<file path="config.mk">
export PLATFORM = sky130hd
export DESIGN_NAME = occ_rom_responder
export DESIGN_NICKNAME = d
export VERILOG_FILES = /design/src/rtl/occ_rom_responder.sv
export SDC_FILE = /design/constraint.sdc
export NUM_CORES = 1
export LEC_CHECK = 0
export ABC_AREA = 1
export ABC_CLOCK_PERIOD_IN_PS = 5000
export CAP_MARGIN = 30
export CORE_ASPECT_RATIO = 0.7
export CORE_MARGIN = 5
export CORE_UTILIZATION = 45
export CTS_CLUSTER_DIAMETER = 50
export CTS_CLUSTER_SIZE = 10
export DETAILED_ROUTE_END_ITERATION = 10
export PLACE_DENSITY = 0.78
export SETUP_SLACK_MARGIN = 0.2
export SLEW_MARGIN = 30
export SYNTH_ARGS = -nofsm -noshare
export SYNTH_HDL_FRONTEND = slang
export SYNTH_SLANG_ARGS = --single-unit
</file>
<file path="constraint.sdc">
create_clock -name clk -period 5 [get_ports clk]
set_input_delay 1.5 -clock clk [delete_from_list [all_inputs] [get_ports clk]]
set_output_delay 1.5 -clock clk [all_outputs]
set_load 0.005 [all_outputs]
</file>
<file path="src/rtl/occ_rom_responder.sv">
// Four-channel Occ fetch responder: round-robin arbitration of per-channel requests
// onto a single-port synchronous ROM, with responses routed back per channel.
module occ_rom_responder #(
    parameter int unsigned ADDR_W  = 8,
    parameter int unsigned DATA_W  = 32,
    parameter int unsigned ROM_LAT = 1
) (
    input  logic              clk,
    input  logic              rst_n,
    input  logic              storage_ce_1,
    input  logic              storage_ce_2,
    input  logic              storage_ce_3,
    input  logic              storage_ce_4,
    input  logic [ADDR_W-1:0] storage_addr_1,
    input  logic [ADDR_W-1:0] storage_addr_2,
    input  logic [ADDR_W-1:0] storage_addr_3,
    input  logic [ADDR_W-1:0] storage_addr_4,
    output logic [DATA_W-1:0] data_to_alu_1,
    output logic [DATA_W-1:0] data_to_alu_2,
    output logic [DATA_W-1:0] data_to_alu_3,
    output logic [DATA_W-1:0] data_to_alu_4,
    output logic              done_1,
    output logic              done_2,
    output logic              done_3,
    output logic              done_4,
    output logic              rom_ce_o,
    output logic [ADDR_W-1:0] rom_addr_o,
    input  logic [DATA_W-1:0] rom_data_i,
    output logic              busy_o,
    output logic              err_overrun_o
);
    localparam int unsigned N_CH = 4;
    localparam int unsigned CH_W = 2;

    logic [N_CH-1:0]    ce;
    logic [ADDR_W-1:0]  req_addr [N_CH];

    logic [N_CH-1:0]    pending;
    logic [N_CH-1:0]    outstanding;
    logic [N_CH-1:0]    done_q;
    logic [ADDR_W-1:0]  addr_q [N_CH];
    logic [DATA_W-1:0]  data_q [N_CH];
    logic [CH_W-1:0]    rr_ptr;
    logic               err_q;

    logic [ROM_LAT-1:0] pipe_vld;
    logic [CH_W-1:0]    pipe_ch [ROM_LAT];

    logic               grant_vld;
    logic [CH_W-1:0]    grant_ch;
    logic [CH_W-1:0]    cand;
    logic               resp_vld;
    logic [CH_W-1:0]    resp_ch;

    assign ce          = {storage_ce_4, storage_ce_3, storage_ce_2, storage_ce_1};
    assign req_addr[0] = storage_addr_1;
    assign req_addr[1] = storage_addr_2;
    assign req_addr[2] = storage_addr_3;
    assign req_addr[3] = storage_addr_4;

    // Round-robin pick: scan farthest offset first so the nearest pending channel wins.
    always_comb begin
        grant_vld = 1'b0;
        grant_ch  = rr_ptr;
        cand      = rr_ptr;
        for (int i = N_CH - 1; i >= 0; i--) begin
            cand = rr_ptr + CH_W'(i);
            if (pending[cand]) begin
                grant_vld = 1'b1;
                grant_ch  = cand;
            end
        end
    end

    assign rom_ce_o   = grant_vld;
    assign rom_addr_o = grant_vld ? addr_q[grant_ch] : '0;

    assign resp_vld = pipe_vld[ROM_LAT-1];
    assign resp_ch  = pipe_ch[ROM_LAT-1];

    // Channel state: acceptance, grant retirement, response capture and overrun flag.
    always_ff @(posedge clk or negedge rst_n) begin
        if (!rst_n) begin
            pending     <= '0;
            outstanding <= '0;
            done_q      <= '0;
            rr_ptr      <= '0;
            err_q       <= 1'b0;
            for (int c = 0; c < N_CH; c++) begin
                addr_q[c] <= '0;
                data_q[c] <= '0;
            end
        end else begin
            done_q <= '0;
            if (resp_vld) begin
                done_q[resp_ch]      <= 1'b1;
                data_q[resp_ch]      <= rom_data_i;
                outstanding[resp_ch] <= 1'b0;
            end
            if (grant_vld) begin
                pending[grant_ch] <= 1'b0;
                rr_ptr            <= grant_ch + CH_W'(1);
            end
            // A request on a busy channel is dropped; only the sticky flag records it.
            for (int c = 0; c < N_CH; c++) begin
                if (ce[c]) begin
                    if (outstanding[c]) begin
                        err_q <= 1'b1;
                    end else begin
                        pending[c]     <= 1'b1;
                        outstanding[c] <= 1'b1;
                        addr_q[c]      <= req_addr[c];
                    end
                end
            end
        end
    end

    // In-flight tracker aligned with ROM read latency.
    always_ff @(posedge clk or negedge rst_n) begin
        if (!rst_n) begin
            pipe_vld <= '0;
            for (int s = 0; s < ROM_LAT; s++) begin
                pipe_ch[s] <= '0;
            end
        end else begin
            pipe_vld[0] <= grant_vld;
            pipe_ch[0]  <= grant_ch;
            for (int s = 1; s < ROM_LAT; s++) begin
                pipe_vld[s] <= pipe_vld[s-1];
                pipe_ch[s]  <= pipe_ch[s-1];
            end
        end
    end

    assign data_to_alu_1 = data_q[0];
    assign data_to_alu_2 = data_q[1];
    assign data_to_alu_3 = data_q[2];
    assign data_to_alu_4 = data_q[3];
    assign done_1        = done_q[0];
    assign done_2        = done_q[1];
    assign done_3        = done_q[2];
    assign done_4        = done_q[3];
    assign busy_o        = |outstanding;
    assign err_overrun_o = err_q;

endmodule
</file>
# Word level (Yosys, flattened, before mapping)
# Cells that the tools add are included.
# W data, S select, Z words.
# classes
n_shift,0
muxes,54
order_cmp,11
bitwise_logic,10
eq_ne,0
reduce_logical,8
div_mod_pow,0
n_mul,0
n_addsub,4
# ops
operator,n
$bwmux W128,1
$demux W32 S2,1
$mux W1,34
$mux W32,1
$mux W8,3
$lt A2 B3 Y1 const B,6
$bmux W8 S2,1
$mux W4,3
$and A4 B4 Y4,2
$bmux W1 S2,4
$mux W2,4
$not A4 Y4,2
$reduce_and A2 Y1,4
$ge A3 B3 Y1 const B,2
$not A2 Y3,2
$add A2 B1 Y2 const B,2
$add A2 B2 Y2 const B,2
$demux W1 S2,2
$ge A2 B1 Y1 const B,2
$not A1 Y1,4
$reduce_or A4 Y1,1
$logic_and A1 B1 Y1,3
$lt A3 B1 Y1 const B,1
# word_totals
n_memories,0
ramBits,0
latchBits,0
output_inout_bits,143
register_bits,178
wordCells,102
romBits,0

# Logic depth before layout (Yosys ltp)
# Gate-level depths: netlist (run 1).
# depth
depth_word,16
mapped_depth,16
ltp_nobuf,15

# Worst setup path before layout (run 1)
# No wires, ideal clock.
# synth_path
kind,reg-to-output
start,register rr_ptr[0]
end,output port rom_addr_o[0]
arrival_time_ps,1531
required_ps,3500
n_path_buf,2
slack_ps,1969
path_stages_with_launch,15
path_cell_list,dfrtp_1 -> buf_6 -> inv_6 -> nand2_1 -> nand2_1 -> nand2_1 -> nand2_1 -> inv_2 -> nand2_4 -> nand3_2 -> nand2_4 -> nand2_4 -> buf_6 -> o211ai_1 -> nand2_1
# synth_via
elab_chain_cells,12
# synth_lines
element,line,source
from (decl),43,logic [CH_W-1:0] rr_ptr;
from (signal assigned),102,rr_ptr <= grant_ch + CH_W'(1);
$add A2 B2 Y2,67,cand = rr_ptr + CH_W'(i);
$bmux W1 S2,68,if (pending[cand]) begin
$mux W1 (implied by the code),68,
$mux W2 (3 in a row),68,
$mux W2 (*),68,
net grant_ch[0],50,logic [CH_W-1:0] grant_ch;
$not A2 Y3 (implied by the code) (*),76,assign rom_addr_o = grant_vld ? addr_q[grant_ch] : '0;
$bmux W8 S2 (*),76,
$mux W8 (implied by the code) (*) (2 in a row),76,
$mux W8 (*),76,
to (decl),27,"output logic [ADDR_W-1:0] rom_addr_o,"
# Mark *: on every way through the listed nets, which the timed path passes. The rest lies on a longest branch. The select of a mux whose other input is x is not followed.

# Worst setup path in the final report (run 1)
# layout_path
start,register rr_ptr[0]
end,output port rom_addr_o[5]
# layout_via
elab_chain_cells,12
# layout_lines
element,line
$add A2 B2 Y2,67
$bmux W1 S2,68
$mux W1 (implied by the code),68
$mux W2 (4 in a row),68
$not A2 Y3 (implied by the code),76
$bmux W8 S2,76
$mux W8 (implied by the code) (2 in a row),76
$mux W8 (*),76
# Mark *: on every way between the ends. The rest lies on a longest branch, timed or not. The select of a mux whose other input is x is not followed.

==> impl.org, run 1 <==
** Run status
- The run finished with clean final reports.

** Worst setup path
- Master of the slowest instance on the critical path :: dfrtp_1
- At the worst endpoint, the required time is roughly 3.5 ns.
- CP cell instances :: inv_6, nand2_2, nand2_1, nand2_1, nand2_1, inv_2, a31oi_1, buf_4, inv_1, nand2_1, inv_1, nand3_1, nand3_1, clkdlybuf4s50_1
- In this run the worst path has a maximum fanout of 11.
- Crit-path leading delay family :: buffers and inverters
- Buffers plus inverters on the worst setup path :: 6
- Critical Path Sink Type :: primary output
- Most used cell along the critical path :: nand2_1
- Startpoint Class :: flop
- Data arrival time at the worst-slack endpoint :: between 2 and 3 ns
- The largest single stage delay on the critical path is ~0.57 ns.
- The worst setup path is of the flop to primary output kind.

** Clock tree
- # H-tree levels :: 4
- Resized Gates After CTS :: 0
- Clock buffer count from CTS :: 17
- Clk slew on worst S/H paths :: roughly 0.070 ns
- CTS placed an instance of clkbuf_16 at the clock tree root.
- Clock sink count :: roughly 180
- At the later pin of the worst-skew pair, clock insertion delay measures approximately 0.42 ns.
- For this design, the CTS-stage hold fixing added 0 buffers.
- TritonCTS built the clock tree.
- The clock passes through at most 2 buffers.
- Once the clock tree was built, the setup fixing pass inserted 0 buffers.

** Synth
- Combined area of all synthesized cells :: 6945 sq um
- Primary FF master, synth :: dfrtp_1
- Asr flop ratio synth :: 100.0%
- Count of flip-flops with a built-in enable after synthesis :: 0
- Flip-flop and latch count after synthesis :: about 180
- Synthesized area per cell :: 9.922 sq um
- Sequential area share after synthesis :: ~64%
- Synthesis produced 700 cells.
- Post-Synthesis Net Count :: a little under 800
- Count of unique library cells instantiated by Yosys :: 26
- Count of synthesis-stage warnings from yosys :: 0

** Routing
- The detailed router put a total of approximately 8500 um of wire on met1.
- Number of vias per cell :: 4.982
- Mean routed wirelength per cell :: 17.04 um
- Detailed routing placed a total of approximately 1900 um of wire on met3.
- The highest layer touched by signal routing is met4.
- Number of design rule violations left after detail routing :: 0
- The final route contains 5555 vias.
- In the detailed route, the total length drawn on met2 is about 8400 um.
- In this run the remaining antenna-violating nets after routing total 0.
- For this run, the detailed router's first-pass iteration total came to 4.
- The detailed router finished its first iteration with around 340 violations.
- For this block, the routed nets add up to 19000 um of wire.

** Global routing
- Pin count of the biggest net entering global routing :: just under 90
- Global routing finished with a remaining overflow of 0.
- In the global route stage, overall resource usage came out at a little over a fifth.
- Number of antenna violations at the first check in global routing :: 0
- The number of global-route vias before repair was between 5000 and 6000.
- The first global-routing pass estimated 30160 um of wire.

** Power
- Total power per unit cell area :: slightly below 800 nW/um^2
- Summed over all cells, the static leakage comes to about 4.6 nW.
- IR analysis of the VDD net gives a maximum drop of around 0.33 mV.
- Power comes to roughly 7.5 mW.

** Floorplan
- I/O pin cnt :: ~210
- For this configuration, the core starts out at a cell density of a little under half.
- After floorplanning, the core was sized to cover around 15000 sq um.
- Die area :: 18060 sq um
- Measured along the y axis, the die boundary spans about 110 um.
- Site row count :: 38
- Horizontal extent of the die :: around 160 um

** Place
- The congestion estimate from routability-driven global placement came to about 0.85.
- Summed over all nets, the half-perimeter wirelength after detailed placement is ~13000 um.
- Port buffering added roughly 210 buffers.

** Layout
- Area added between synthesis and finish :: 41.18%
- Finished Core Util :: between 60% and 70%
- In the final layout, the share of cells above drive strength 1 is around 8.6%.
- The repair_antennas step left the layout with diodes totalling 0.
- The final layout contains around 970 nets.

** Timing
- Setup violations, final :: 0
- On the final layout, the worst clock skew is 0.007925 ns.
- Total count of hold-check failures in the final report :: 0
- At the pin with the least slew margin, the transition time is around 0.87 ns.
- Max-slew violation count :: 0
- Top achievable clock speed :: 228.0 MHz
- Summed over all failing endpoints, the final setup total negative slack is 0 ns.
- RSZ-0062 raised after global routing :: no
- Hold WS :: approximately 0.48 ns
- The smallest clock period supported by the final layout is computed as ~4.4 ns.
- Period Utilization, post-route :: between 80 and 90%
- Headroom to the max-slew limit came out at a little over two fifths.

** Flow run
- # Max-Cap Violations :: 0

** Hold path
- The path class of the tightest hold or removal check is flop to flop.
final timing paths:
path	cells after the start	to	startpoint	slack, ns
max	14	rom_addr_o[5]	rr_ptr[0]	0.61
min	2	data_to_alu_4[10]	data_to_alu_4[10]	0.48
max reg2reg	3	data_to_alu_2[6]	pipe_ch[1]	2.80
min reg2reg	2	data_to_alu_4[10]	data_to_alu_4[10]	0.48
max in group asynchronous	2	data_to_alu_4[1]	rst_n	3.02
min in group asynchronous	1	data_to_alu_2[28]	rst_n	1.12
cells in the final DEF, fill, tap and decap left out:
cell type | netlist | routed
nand3b_1 | 1 | 1
buf_12 | 0 | 1
buf_4 | 0 | 2
inv_4 | 1 | 1
nand4_1 | 1 | 1
inv_2 | 7 | 3
a31oi_1 | 1 | 1
inv_8 | 0 | 1
clkinvlp_4 | 0 | 2
nand2_4 | 3 | 3
nor3_1 | 4 | 4
o21ai_0 | 134 | 134
clkdlybuf4s50_1 | 0 | 211
buf_6 | 3 | 1
clkbuf_8 | 0 | 1
mux2_2 | 23 | 23
nor2_4 | 1 | 1
inv_6 | 1 | 6
o211ai_1 | 7 | 7
nor2_1 | 11 | 11
inv_1 | 56 | 56
nand4_4 | 1 | 1
clkbuf_16 | 0 | 17
nand3_1 | 21 | 21
clkinv_2 | 0 | 6
a221oi_1 | 1 | 1
clkinv_4 | 0 | 1
a21oi_1 | 11 | 11
dfrtp_1 | 178 | 178
nand3_2 | 2 | 2
nand2_2 | 5 | 5
o21ai_1 | 1 | 1
bufinv_16 | 0 | 2
nand2_1 | 198 | 198
worst reg2reg max path: cells and delay by family (launching register included):
kind                   cells  cell delay, ns
buffers and inverters      1            0.76
AOI/OAI and AO/OA          1            0.53
DFF                        1            0.40
and+or+nand+nor            1            0.39
state kept, by name (all words and copies together) (netlist names):
| register | flops |
|---|---|
| addr_q | 32 |
| data_to_alu_1 | 32 |
| data_to_alu_2 | 32 |
| data_to_alu_3 | 32 |
| data_to_alu_4 | 32 |
| done_q | 4 |
| outstanding | 4 |
| pending | 4 |
| pipe_ch | 2 |
| rr_ptr | 2 |
| err_overrun_o | 1 |
| pipe_vld | 1 |
area by class of cell:
cell class,count,area [sq um]
inverter,65,256.5
fill,1219,5504
clock buffer,18,439.2
sequential,178,4454
tap,200,250.2
timing repair buffer,215,2158
multi-input combinational,426,2098
clock inverter,13,148.9
report_power, final:
part	switching, mW	internal (mW)	total (mW)
combinational	1.81	1.81	3.62
sequential	0.423	2.17	2.59
clock	0.571	0.757	1.33
total	2.81	4.73	7.54
synthesized netlist by cell type (3+ instances only):
master	count	area [sq um]
a21oi_1	11	55.05
nor3_1	4	20.02
nor2_1	11	41.29
nand2_1	198	743.2
nand2_2	5	31.28
mux2_2	23	259.0
dfrtp_1	178	4454
o211ai_1	7	52.55
clkbuf_1	26	97.59
buf_6	3	33.78
inv_1	56	210.2
o21ai_0	134	670.6
inv_2	7	26.28
nand3_1	21	105.1
nand2_4	3	33.78
metal layers:
layer / vias up / GRT usage [%]
met2: 166 / 31.11
met4: 0 / 5.795
li1: 2664 / -
met5: - / 0
met1: 2706 / 30.29
met3: 19 / 9.063
stage by stage:
step | setup WS (ns) | instances | area [sq um]
4_1_cts | 0.5914 | 1115 | 9801
6_report | 0.6141 | 1115 | 9806
3_3_place_gp | 1.157 | 1084 | 9213
3_5_place_dp | 1.059 | 1084 | 9213
2_1_floorplan | 1.969 | 700 | 6945
5_1_grt | 0.3853 | 1115 | 9806
logic make-up after synthesis:
| kind of cell | Yosys count | share of synthesized area, % |
|---|---|---|
| and+or+nand+nor | 248 | 14.99 |
| DFF | 178 | 64.13 |
| AOI/OAI and AO/OA | 155 | 11.49 |
| buffers and inverters | 96 | 5.657 |
| muxes | 23 | 3.729 |
Note: power is estimated with default switching activity, not from simulation.
==> run 2: changes to the inputs <==
- PLACE_DENSITY: 0.78 -> 0.8
==> run 2 against run 1 <==
Compared with the run above:
- sequential power hardly changed
- clock skew is 0.00062 ns higher
- global-route usage up 0.43 points
- wire length increased by 1.5%
- critical path depth unchanged
- via count increased by 0.20%
- clock-buffer cell count unchanged
- critical path type unchanged
- critical endpoint is now rom_addr_o[0]
- largest power group unchanged
- highest routed layer unchanged
==> impl.org, run 2 (synthesis results as in run 1) <==
** Clock tree
- Worst-Skew Late Latency :: between 0.4 and 0.5 ns
- CTS Hold Buffers Added :: 0
- Clock sink count :: 178
- Number of buffers added for setup after CTS :: 0
- The H-tree generated during clock tree synthesis spans 4 levels.
- Counting the buffers created by CTS gives 17.
- TritonCTS clock tree :: built
- Gates resized during post-CTS repair numbered 0.
- CTS placed an instance of clkbuf_16 at the clock tree root.
- Clk slew on worst S/H paths :: about 0.070 ns
- Largest buffer count on any clock path :: 2

** Routing
- In this run, the number of DRC markers left after iteration 0 of detailed routing was around 450.
- The routed design has 19280 um of wire.
- The first detailed-routing pass ran for 5 iterations.
- Antenna-violating nets left :: 0
- Dividing the detail-routed wire length by the instance count gives ~17 um.
- Dividing the detail-routed via count by the number of cells gives 4.987.
- After detailed routing, the number of remaining DRC violations is 0.
- The final route contains ~5600 vias.

** Layout
- Cells with a size suffix above 1 make up 8.624% of the layout.
- Number of non-filler instances in the completed layout :: about 1100
- The library cell used most frequently in the layout, excluding fill and tap cells, is clkdlybuf4s50_1.
- Area added between synthesis and finish :: 41.02%
- The layout has approximately 1200 filler cells.
- Net count reported at finish :: about 970
- The number of antenna diodes in the final layout is 0.
- Leading cell types in the layout, fill and taps excluded :: clkdlybuf4s50_1, nand2_1, dfrtp_1

** Hold path
- In this run the worst hold path is classified as flop to flop.

** Global routing
- The initial antenna violation count is 0.
- The first global-routing pass estimated about 30000 um of wire.
- Global routing used ~22% of the available tracks.
- Most utilized layer in the global route result :: met2
- Global Route met1 Usage :: between 20 and 30%
- Number of global-route vias before repair :: around 5800
- Pin count of the biggest net entering global routing :: just under 90
- Global routing consumed, on the met3 layer, under 10% of the routing resources.
- After global routing the overflow that remains totals 0.
- Met2 Resource Use GR :: 32.72%

** Timing
- In the post-route analysis, the smallest setup slack over all paths is 0.5845 ns.
- RSZ-0062 raised after global routing :: no
- Transition at the pin with the smallest max-transition slack :: approximately 0.83 ns
- Final total negative setup slack :: 0 ns
- Max-slew violation count :: 0
- The total count of hold-check failures in the final report came to 0.
- Timing would allow up to between 200 and 250 MHz.
- Minimum period implied by the final worst setup slack :: 4.415 ns
- Across the routed clock network, the largest skew measured is between 0.008 and 0.009 ns.
- Max transition margin :: approximately 45%
- Setup violations remaining at the end of the flow were counted as 0.
- Period Utilization, post-route :: between 80% and 90%

** Floorplan
- The die covers around 18000 sq um.
- Core footprint :: 15310 sq um
- I/O pin cnt :: 213
- In this run the horizontal extent of the chip is approximately 160 um.
- Once the floorplan was initialized, standard cells occupied between 40% and 50% of the core.
- Die Y-Extent :: approximately 110 um
- The floorplan has 38 rows.

** Place
- Before CTS, the worst setup slack after placement is 1.086 ns.
- Cells after DPL :: between 1000 and 1500
- Post-detailed-placement half-perimeter wirelength :: about 14000 um
- Count of buffers from port buffering :: ~210
- At the end of routability-driven placement, the weighted congestion stood at ~0.86.

** Power
- Part of the power in the clock network :: between 10% and 20%
- Cell-internal power :: ~4.7 mW
- Of the total power, the share spent switching nets is between 30% and 40%.
- The analysis attributes to cell leakage a power of between 4 and 5 nW.
- Power spent charging and discharging nets :: around 2.8 mW
- Max IR drop VDD :: approximately 0.33 mV
- Per report_power, the sequential group accounts for between 30% and 40% of the total.
- For this design the ratio of total power to cell area is between 700 and 800 nW/um^2.
- Part of the power in combinational logic :: about half

** Flow run
- Max-cap violations in this run came to 0.

** Run status
- The flow ran to the end, and the final reports show no timing, DRC or antenna violations.

** Worst setup path
- The worst setup path is launched from a flop.
- Data arrival time at the worst-slack endpoint :: around 3 ns
- For flop-to-flop paths, the worst setup slack is between 2 and 3 ns.
- For the worst setup path, the data required time is ~3.5 ns.
- Critical Path Sink Type :: primary output
- Critical path class :: flop to primary output
- Critical path peak fanout :: 11
## run 2: changes by cell type in the layout (fill, tap and decap cells not counted), sizes merged
| cell | before | now |
|---|---|---|
| bufinv | 2 | 1 |
| clkinv | 7 | 9 |
## run 2: layout make-up
cell class / instances / area [sq um] / area share [%]
Inverter: 65 / 256.5 / 2.619
Clock inverter: 14 / 147.6 / 1.507
Timing Repair Buffer: 215 / 2158 / 22.04
Multi-Input combinational cell: 426 / 2098 / 21.42
Tap cell: 200 / 250.2 / 2.555
Sequential cell: 178 / 4454 / 45.48
Clock buffer: 18 / 429.2 / 4.382
## run 2: worst paths after layout
kind	from	to	depth (start not counted)
worst max-delay path	rr_ptr[0]	rom_addr_o[0]	14
worst min-delay path	data_to_alu_4[1]	data_to_alu_4[1]	2
worst max register to register	pipe_ch[1]	data_to_alu_1[14]	3
worst min register to register	data_to_alu_4[1]	data_to_alu_4[1]	2
max in group asynchronous	rst_n	data_to_alu_1[1]	2
min in group asynchronous	rst_n	data_to_alu_2[27]	1
## run 2: through the flow
step	power, mW	hold slack (ns)	util, %	instance area, sq um
after floorplan	4.294	0.4598	-	6945
after global placement	6.129	0.4643	60.17	9213
after detailed placement	6.227	0.4719	60.17	9213
after CTS	7.586	0.4889	63.94	9789
after global routing	8.112	0.5102	63.98	9794
final	7.527	0.4828	63.98	9794
## run 2: layer usage
layer | up-vias | wire length (um)
met3 | 24 | 1967
met2 | 206 | 8721
met1 | 2679 | 8338
met4 | 0 | 253
li1 | 2657 | -
met5 | - | 0
## run 2: power by group through the flow
stage | Sequential, mW | Clock [mW] | Combinational [mW]
after global routing | 2.68 | 1.39 | 4.04
after floorplan | 2.55 | 0 | 1.74
after detailed placement | 2.59 | 0 | 3.64
after CTS | 2.59 | 1.33 | 3.67
after global placement | 2.58 | 0 | 3.55
final | 2.59 | 1.30 | 3.64
## run 2: worst max-delay path: stages, from the launching register on
cell	delay [ns]
dfrtp_1	0.57
inv_6	0.09
nand2_2	0.08
nand2_1	0.07
nand2_1	0.11
nand2_1	0.08
inv_2	0.08
a31oi_1	0.09
buf_4	0.18
inv_1	0.13
nand2_1	0.06
inv_1	0.20
o211ai_1	0.14
nand2_1	0.10
clkdlybuf4s50_1	0.52
